**config.mk**
```make
export PLATFORM = sky130hd
export DESIGN_NAME = pipe_hazard_ctrl_flat
export DESIGN_NICKNAME = d
export VERILOG_FILES = /design/src/rtl/pipe_pkg.sv /design/src/rtl/pipe_hazard_ctrl_if.sv /design/src/rtl/haz_ld_use_det.sv /design/src/rtl/pipe_hazard_ctrl.sv /design/src/flat_wrapper.sv
export SDC_FILE = /design/constraint.sdc
export NUM_CORES = 1
export LEC_CHECK = 0
export CORE_UTILIZATION = 33
export CTS_BUF_LIST = sky130_fd_sc_hd__clkbuf_8
export DETAILED_ROUTE_END_ITERATION = 16
export PLACE_DENSITY = 0.87
export SYNTH_ARGS = -nofsm -noshare
export SYNTH_HDL_FRONTEND = slang
export SYNTH_SLANG_ARGS = --single-unit
```
**constraint.sdc**
```tcl
create_clock -name clk -period 3.8 [get_ports clk]
set_input_delay 0.76 -clock clk [delete_from_list [all_inputs] [get_ports clk]]
set_output_delay 0.76 -clock clk [all_outputs]
set_load 0.05 [all_outputs]
```
**src/rtl/pipe_pkg.sv**
```systemverilog
// Shared types and field helpers for the pipeline hazard controller.
package pipe_pkg;

   typedef enum logic [1:0] {
      StRun   = 2'd0,
      StLdUse = 2'd1,
      StFlush = 2'd2,
      StMwait = 2'd3
   } haz_state_e;

   localparam logic [3:0] LOAD_OP_DEF  = 4'b1000;
   localparam logic [3:0] ATYPE_OP_DEF = 4'b0000;

   localparam int unsigned OPC_MSB = 15;
   localparam int unsigned OPC_LSB = 12;
   localparam int unsigned RA_MSB  = 11;
   localparam int unsigned RA_LSB  = 8;
   localparam int unsigned RB_MSB  = 7;
   localparam int unsigned RB_LSB  = 4;
   localparam int unsigned RC_MSB  = 3;
   localparam int unsigned RC_LSB  = 0;

   function automatic logic [3:0] f_opc(input logic [15:0] instr);
      return instr[OPC_MSB:OPC_LSB];
   endfunction

   function automatic logic [3:0] f_ra(input logic [15:0] instr);
      return instr[RA_MSB:RA_LSB];
   endfunction

   function automatic logic [3:0] f_rb(input logic [15:0] instr);
      return instr[RB_MSB:RB_LSB];
   endfunction

   function automatic logic [3:0] f_rc(input logic [15:0] instr);
      return instr[RC_MSB:RC_LSB];
   endfunction

endpackage

```
**src/rtl/pipe_hazard_ctrl_if.sv**
```systemverilog
// Hazard-controller bundle: pipeline status in, stall/flush controls out.
interface pipe_hazard_ctrl_if;

   logic [15:0] in_id_instr;
   logic [15:0] in_ex_instr;
   logic        in_ex_valid;
   logic        in_br_taken;
   logic        in_mem_busy;
   logic        out_haz;
   logic        out_pc_stall;
   logic        out_ifid_stall;
   logic        out_idex_stall;
   logic        out_pc_load;
   logic [1:0]  out_state;
   logic [15:0] out_stall_cnt;

   modport master (
      output in_id_instr, in_ex_instr, in_ex_valid, in_br_taken, in_mem_busy,
      input  out_haz, out_pc_stall, out_ifid_stall, out_idex_stall, out_pc_load,
      input  out_state, out_stall_cnt
   );

   modport slave (
      input  in_id_instr, in_ex_instr, in_ex_valid, in_br_taken, in_mem_busy,
      output out_haz, out_pc_stall, out_ifid_stall, out_idex_stall, out_pc_load,
      output out_state, out_stall_cnt
   );

endinterface

```
**src/rtl/haz_ld_use_det.sv**
```systemverilog
// Combinational load-use comparator: EX load destination against ID sources.
module haz_ld_use_det
   import pipe_pkg::*;
#(
   parameter logic [3:0] LOAD_OP  = LOAD_OP_DEF,
   parameter logic [3:0] ATYPE_OP = ATYPE_OP_DEF
) (
   input  logic [15:0] id_instr,
   input  logic [15:0] ex_instr,
   input  logic        ex_valid,
   output logic        ld_use
);

   logic [3:0] src2;

   always_comb begin
      // A-type reads RB as its second source; everything else reads RC.
      src2   = (f_opc(id_instr) == ATYPE_OP) ? f_rb(id_instr) : f_rc(id_instr);
      ld_use = ex_valid && (f_opc(ex_instr) == LOAD_OP) &&
               ((f_ra(ex_instr) == f_ra(id_instr)) || (f_ra(ex_instr) == src2));
   end

endmodule

```
**src/rtl/pipe_hazard_ctrl.sv**
```systemverilog
// Front-end hazard controller (load-use, branch flush, memory wait).
// Optional stall counter enabled by defining HAZ_STALL_CNT_EN.
module pipe_hazard_ctrl
   import pipe_pkg::*;
#(
   parameter logic [3:0]  LOAD_OP   = LOAD_OP_DEF,
   parameter logic [3:0]  ATYPE_OP  = ATYPE_OP_DEF,
   parameter int unsigned FLUSH_CYC = 2
) (
   input logic              clk,
   input logic              rst,
   pipe_hazard_ctrl_if.slave hif
);

   localparam logic [1:0] FlushInit = 2'(FLUSH_CYC - 1);

   haz_state_e state_q, state_d, saved_q, saved_d, cur_state, flush_next;
   logic [1:0] cnt_q, cnt_d;
   logic       ld_use;
   logic       haz, pc_stall;

   haz_ld_use_det #(
      .LOAD_OP (LOAD_OP),
      .ATYPE_OP(ATYPE_OP)
   ) u_det (
      .id_instr(hif.in_id_instr),
      .ex_instr(hif.in_ex_instr),
      .ex_valid(hif.in_ex_valid),
      .ld_use  (ld_use)
   );

   // LDUSE is a one-cycle decode of the RUN-cycle detect; the ID instruction is
   // re-evaluated next cycle, so the register itself only holds RUN/FLUSH/MWAIT.
   always_comb begin
      cur_state = state_q;
      if (state_q == StRun) begin
         if (hif.in_mem_busy) begin
            cur_state = StMwait;
         end else if (!hif.in_br_taken && ld_use) begin
            cur_state = StLdUse;
         end
      end
   end

   always_comb begin
      haz                = (cur_state == StLdUse) || (cur_state == StFlush);
      pc_stall           = (cur_state == StLdUse) || (cur_state == StMwait);
      hif.out_haz        = haz;
      hif.out_pc_stall   = pc_stall;
      hif.out_ifid_stall = pc_stall;
      hif.out_idex_stall = (cur_state == StMwait);
      hif.out_pc_load    = (state_q == StRun) && hif.in_br_taken && !hif.in_mem_busy;
      hif.out_state      = cur_state;
   end

   always_comb begin
      state_d    = state_q;
      saved_d    = saved_q;
      cnt_d      = cnt_q;
      flush_next = (cnt_q == 2'd0) ? StRun : StFlush;
      unique case (state_q)
         StRun: begin
            if (hif.in_mem_busy) begin
               state_d = StMwait;
               saved_d = StRun;
            end else if (hif.in_br_taken) begin
               state_d = StFlush;
               cnt_d   = FlushInit;
            end
         end
         StFlush: begin
            // The current bubble is already issued, so it counts even if a wait starts.
            if (cnt_q != 2'd0) cnt_d = cnt_q - 2'd1;
            if (hif.in_mem_busy) begin
               state_d = StMwait;
               saved_d = flush_next;
            end else begin
               state_d = flush_next;
            end
         end
         StMwait: begin
            if (!hif.in_mem_busy) state_d = saved_q;
         end
         StLdUse: state_d = StRun;
         default: state_d = StRun;
      endcase
   end

   always_ff @(posedge clk) begin
      if (rst) begin
         state_q <= StRun;
         saved_q <= StRun;
         cnt_q   <= 2'd0;
      end else begin
         state_q <= state_d;
         saved_q <= saved_d;
         cnt_q   <= cnt_d;
      end
   end

`ifdef HAZ_STALL_CNT_EN
   logic [15:0] stall_cnt_q;

   always_ff @(posedge clk) begin
      if (rst) begin
         stall_cnt_q <= 16'h0000;
      end else if ((pc_stall || haz) && (stall_cnt_q != 16'hFFFF)) begin
         stall_cnt_q <= stall_cnt_q + 16'h0001;
      end
   end

   assign hif.out_stall_cnt = stall_cnt_q;
`else
   assign hif.out_stall_cnt = 16'h0000;
`endif

endmodule

```
**src/flat_wrapper.sv**
```systemverilog
// flat-port wrapper written by rule: the top's interface ports become plain ports
module pipe_hazard_ctrl_flat import pipe_pkg::*;
#(
   parameter logic [3:0]  LOAD_OP   = LOAD_OP_DEF,
   parameter logic [3:0]  ATYPE_OP  = ATYPE_OP_DEF,
   parameter int unsigned FLUSH_CYC = 2
)
  (clk, rst, hif_in_id_instr, hif_in_ex_instr, hif_in_ex_valid, hif_in_br_taken, hif_in_mem_busy, hif_out_haz, hif_out_pc_stall, hif_out_ifid_stall, hif_out_idex_stall, hif_out_pc_load, hif_out_state, hif_out_stall_cnt);
  pipe_hazard_ctrl_if hif_i ();
  input logic clk;
  input logic rst;
  input wire logic [$bits(hif_i.in_id_instr)-1:0] hif_in_id_instr;
  input wire logic [$bits(hif_i.in_ex_instr)-1:0] hif_in_ex_instr;
  input wire logic [$bits(hif_i.in_ex_valid)-1:0] hif_in_ex_valid;
  input wire logic [$bits(hif_i.in_br_taken)-1:0] hif_in_br_taken;
  input wire logic [$bits(hif_i.in_mem_busy)-1:0] hif_in_mem_busy;
  output wire logic [$bits(hif_i.out_haz)-1:0] hif_out_haz;
  output wire logic [$bits(hif_i.out_pc_stall)-1:0] hif_out_pc_stall;
  output wire logic [$bits(hif_i.out_ifid_stall)-1:0] hif_out_ifid_stall;
  output wire logic [$bits(hif_i.out_idex_stall)-1:0] hif_out_idex_stall;
  output wire logic [$bits(hif_i.out_pc_load)-1:0] hif_out_pc_load;
  output wire logic [$bits(hif_i.out_state)-1:0] hif_out_state;
  output wire logic [$bits(hif_i.out_stall_cnt)-1:0] hif_out_stall_cnt;
  assign hif_i.in_id_instr = hif_in_id_instr;
  assign hif_i.in_ex_instr = hif_in_ex_instr;
  assign hif_i.in_ex_valid = hif_in_ex_valid;
  assign hif_i.in_br_taken = hif_in_br_taken;
  assign hif_i.in_mem_busy = hif_in_mem_busy;
  assign hif_out_haz = hif_i.out_haz;
  assign hif_out_pc_stall = hif_i.out_pc_stall;
  assign hif_out_ifid_stall = hif_i.out_ifid_stall;
  assign hif_out_idex_stall = hif_i.out_idex_stall;
  assign hif_out_pc_load = hif_i.out_pc_load;
  assign hif_out_state = hif_i.out_state;
  assign hif_out_stall_cnt = hif_i.out_stall_cnt;
  pipe_hazard_ctrl #(.LOAD_OP(LOAD_OP), .ATYPE_OP(ATYPE_OP), .FLUSH_CYC(FLUSH_CYC)) u_core (.clk(clk), .rst(rst), .hif(hif_i));
endmodule
```
==> impl_metrics.json <==
{
  "cts_hold_buffers": 0,
  "synth-seq-area-share_pct": 15.97,
  "slew_headroom_pct": 66.65,
  "io_pins": 60,
  "synth-seq-cells": 5,
  "finalCritPeriodShare_pct": 96.93,
  "placed_area_um2": 985.9,
  "synth.distinct_cells": 28,
  "grt_pass1_wl_um": 2484,
  "required_ns": 3.04,
  "end_kind": "output pin",
  "arrival_ns": 2.92,
  "start_util_pct": 35.91,
  "final_common_cell": "clkdlybuf4s50_1",
  "root_buffer": "clkbuf_8",
  "synth_edf_count": 0,
  "dieWidth_um": 45.59,
  "outcome": "finished clean",
  "drc": 0,
  "grt_max_degree": 10,
  "holdPathEnd": "u_core.cnt_q[1]$_SDFFE_PP0P_",
  "hp-start": "u_core.cnt_q[1]$_SDFFE_PP0P_",
  "die_h_um": 45.59,
  "gr-total-overflow": 0,
  "worstReg2RegStart": "u_core.cnt_q[0]$_SDFFE_PP0P_",
  "syn_area_um2": 626.9,
  "rsz0062_at_grt": "false",
  "fp.coreArea_um2": 1745,
  "dr.pass1.iters": 4,
  "hold_viol_final": 0,
  "postSynthCellCount": 82,
  "grt_use_total_pct": 17.20,
  "maxSlewViolCount": 0,
  "min_delay_path_depth": 2,
  "dr.first_iter.drc_count": 6,
  "path_cells": "clkdlybuf4s50_1 -> or4_4 -> a221oi_4 -> a221oi_1 -> nand4b_1 -> a21oi_2 -> ha_1 -> buf_4",
  "cap_violations": 0,
  "fin_crit_ns": 3.683,
  "cp_top_family": "simple AND/OR/NAND/NOR gates",
  "final.setup.tns_ns": 0,
  "ir_drop_mv": 0.1848,
  "reg2reg_to": "u_core.cnt_q[0]$_SDFFE_PP0P_",
  "reg2reg_depth": 6,
  "place_congestion": 0.7285,
  "port_buffers": 35,
  "die_area_um2": 2078,
  "final_cell_area_um2": 1042,
  "area_growth_syn_to_layout_pct": 66.27,
  "cts_resized": 0,
  "setup_viol": 0,
  "clock-sinks": 5,
  "num_antenna_cells": 0,
  "dp_slack_ns": 0.08294,
  "max_freq_ghz": 0.2715,
  "cts_tree": "built",
  "crit_slowest_cell": "or4_4",
  "vias_per_cell": 4.545,
  "powerDensity_nw_per_um2": 316.0,
  "clk_latency_ns": 0.22,
  "routed-via-count": 659,
  "path_clk_slew_ns": 0.04,
  "cts_setup_buffers": 0,
  "yosys_warnings": 0,
  "tightest_slew_ns": 0.4988,
  "drt_wl_total_um": 1691,
  "final_layout_size_suffix_gt1_share_pct": 13.33,
  "synthArstFlopShare_pct": 0,
  "worst_slack_ns": 0.1166,
  "hpwlAfterDp_um": 1411,
  "critical_path_class": "in2out",
  "grt_pass1_vias": 571,
  "leakage_nw": 0.4473,
  "design_power_total_uw": 329.4,
  "synth_ff_type": "dfxtp_1",
  "reg2reg_slack_ns": 2.37,
  "critPathLaunchType": "input port",
  "clk_path_buf_depth": 2,
  "rows": 15,
  "hp-class": "reg2reg",
  "numCtsBuffers": 3,
  "fin_nets": 160,
  "critPathBufInv": 2,
  "htreeDepth": 1,
  "skew_ns": 0.004869,
  "layout_common_cells": "clkdlybuf4s50_1 (30), conb_1 (16), inv_1 (11), nor2_1 (7)",
  "antenna_found_initial": 0,
  "wire_per_inst_um": 11.66,
  "syn_avg_cell_area_um2": 7.645,
  "antenna_left": 0,
  "cp_max_fo": 2,
  "max_stage_delay_ns": 0.57
}
[cell families (layout without fill, tap and decap cells)]
group | after synthesis | count (layout) | synth area share (%)
DFF | 5 | 5 | 15.97
buffers and inverters | 28 | 51 | 27.55
adders and majority gates | 2 | 2 | 3.991
muxes | 3 | 3 | 4.791
AOI/OAI and AO/OA | 15 | 15 | 17.96
other | 1 | 16 | 0.5982
xor gates and xnor gates | 5 | 5 | 6.986
and+or+nand+nor | 23 | 23 | 22.16
[per-layer routing]
metal | up-vias | wire, um | track usage, %
met4 | 0 | 21 | 11.52
met5 | - | 0 | 0
met2 | 28 | 961 | 30.57
met1 | 299 | 606 | 18.38
met3 | 4 | 102 | 2.778
li1 | 328 | - | -
[flip-flops by register name, indices dropped and copies added (netlist names)]
register / flops
u_core.state_q: 2
u_core.saved_q: 1
u_core.cnt_q: 2
[report_power, final]
part / internal [mW] / switching (mW) / leakage (nW)
registers: 0.0564 / 0.00404 / 0.0411
logic: 0.0709 / 0.103 / 0.379
clock network: 0.0692 / 0.0253 / 0.0269
total: 0.197 / 0.133 / 0.447
[synth_stat cells (2+ instances only)]
cell type	instances	share of area [%]
a211oi_1	2	2.4
a21oi_1	3	2.4
a221oi_1	2	2.8
a31oi_1	2	2.0
buf_4	18	22
dfxtp_1	5	16
ha_1	2	4.0
inv_1	10	6.0
mux2i_1	3	4.8
nor2_1	7	4.2
nor2b_1	2	2.0
nor3_1	2	1.6
nor3b_1	2	2.4
nor4_1	2	2.0
o21ai_0	2	1.6
or2_2	2	2.0
xor2_1	5	7.0
[worst max-delay path by stage]
stage	from	end	cells past startpoint
2_1_floorplan	hif_in_id_instr[13]	hif_out_idex_stall	6
3_3_place_gp	hif_in_id_instr[13]	hif_out_haz	8
3_5_place_dp	hif_in_id_instr[13]	hif_out_haz	8
4_1_cts	hif_in_id_instr[13]	hif_out_haz	8
5_1_grt	hif_in_id_instr[13]	hif_out_haz	8
6_report	hif_in_id_instr[13]	hif_out_haz	8
[stage by stage]
step | util [%] | hold WS [ns] | cells
after floorplan | - | 0.4476 | 97
after detailed placement | 56.49 | 0.4788 | 141
final | 59.71 | 0.4787 | 145
after global routing | 59.71 | 0.5134 | 145
after CTS | 59.07 | 0.4851 | 145
after global placement | 56.49 | 0.4672 | 141
[tightest hold or removal path: stages (launching register included)]
cell and delay [ns]:
dfxtp_1 0.30, o21ai_0 0.07, a21oi_1 0.06
[final cells by class]
class                      instances  area, um2
fill                             165      703.2
multi-input combinational         64      425.4
inverter                          10      37.54
clock inverter                     1      3.754
sequential                         5      100.1
timing repair buffer              37      402.9
tap                               25      31.28
clock buffer                       3      41.29
(Power assumes the default switching activity.)
==> edit (same flow settings) <==
The option `HAZ_STALL_CNT_EN` is turned on by a define.
--- a/src/rtl/pipe_hazard_ctrl.sv
+++ b/src/rtl/pipe_hazard_ctrl.sv
@@ -1,5 +1,7 @@
 // Front-end hazard controller (load-use, branch flush, memory wait).
 // Optional stall counter enabled by defining HAZ_STALL_CNT_EN.
+`define HAZ_STALL_CNT_EN
+
 module pipe_hazard_ctrl
    import pipe_pkg::*;
 #(
Check against the original RTL: not equivalent (a bounded check fails within 4 cycles, from zero or initial values and one cycle with rst high).
==> edit against the original RTL <==
- worst hold slack improved by 0.016 ns
- utilization shrank 6.1 points
- cell area rose by 93%
- sequential cell count rose by 16
- register-to-register slack got worse by 0.86 ns
- worst setup slack got worse by 0.0038 ns
- routed wire length up 84%
- total power rose by 75%
- sequential power grew to 3.9 times the old value
- via count grew 93%
- area after synthesis is 110% higher
- largest cell class unchanged
- die area grew 100%
==> edit: results (changes against the original RTL) <==
first-pass GRT wire length=5110 um (was 2480 um); All-Layer GR Usage=0.151 (was 0.172); PD cells=288 nW/um2 (was 316 nW/um2); Iteration-0 DRC Markers=85 (was 6); ClkCell Share=0.0224 (was 0.0432); Clock transition at path regs=0.07 ns (was 0.04 ns); Critical-path top delay cell=clkdlybuf4s50_1 (was or4_4); Peak supply drop=0.318 mV (was 0.185 mV); P_clk=0.140 mW (was 0.0945 mW); routed via count=1274 (was 659); min-delay src=u_core.cnt_q[0] (was u_core.cnt_q[1]); CP startpoint=hif_in_id_instr[15] (was hif_in_id_instr[13]); Avg Cell Area, Syn=8.59 um2 (was 7.64 um2); Pint=0.396 mW (was 0.197 mW); r2r startpoint=u_core.state_q[0] (was u_core.cnt_q[0]); largest net degree at the start of global routing=22 (was 10); Fin Hold WS=0.494 ns (was 0.479 ns); cell area after placement=1920 um2 (was 986 um2); Synth Area in Adders=0.0476 (was 0.0399); Non-clock buffers, area share=0.297 (was 0.387); crit path DAT=2.93 ns (was 2.92 ns); R2R setup slack=1.51 ns (was 2.37 ns); DR WL/cell=12.0 um (was 11.7 um); hold-critical path endpoint=u_core.cnt_q[0] (was u_core.cnt_q[1]); xor/xnor share of the synthesized area=0.107 (was 0.0699); fraction of area in registers=0.209 (was 0.0960); synth unique cells=44 (was 28); worst skew pair latency=0.26 ns (was 0.22 ns); worst-path maximum fanout=4 (was 2); Top delay family on crit path=buffers and inverters (was simple AND/OR/NAND/NOR gates); P_seq=0.238 mW (was 0.0605 mW); Logic inverters=8 (was 10); # fillers=347 (was 165); FF-to-FF End=u_core.hif.out_stall_cnt[11] (was u_core.cnt_q[0]); dpl ws=-0.0219 ns (was 0.0829 ns); IO buf count=51 (was 35); Routed WL=3110 um (was 1690 um); Area contributors post-synth=dfxtp_1, nor2_1, xnor2_1 (was buf_4, dfxtp_1, xor2_1); layout cell share with drive strength beyond 1=0.138 (was 0.133); hpwl dp=2380 um (was 1410 um); status=complete, no violations (unchanged)
-- edit: cell types whose count changed after synthesis, sizes merged, moves of 4 or more --
cell / unedited run / this run
buf: 18 / 1
dfxtp: 5 / 21
nand2: 0 / 7
nor2: 7 / 26
nor3: 2 / 6
xnor2: 0 / 9
-- edit: repair_timing --
item	CTS	global route
pin swaps	1	2
setup endpoints to repair	2	3
resized for setup	0	7
setup buffers	2	0
-- edit: how the worst max path moves through the flow --
stage                                    end  slack, ns  depth (start not counted)
after floorplan             hif_out_pc_stall       0.02                          8
after global placement      hif_out_pc_stall       0.05                         10
after detailed placement    hif_out_pc_stall      -0.02                         10
after CTS                   hif_out_pc_stall       0.02                         10
after global routing      hif_out_ifid_stall       0.01                         10
final                     hif_out_ifid_stall       0.11                         10
-- edit: metal layers --
metal	GRT usage	part of all wire	vias up
met2	0.258	0.46	37
met5	0	0	-
met3	0.0434	0.077	2
met4	0.0217	0.0045	0
met1	0.193	0.46	584
li1	-	-	651
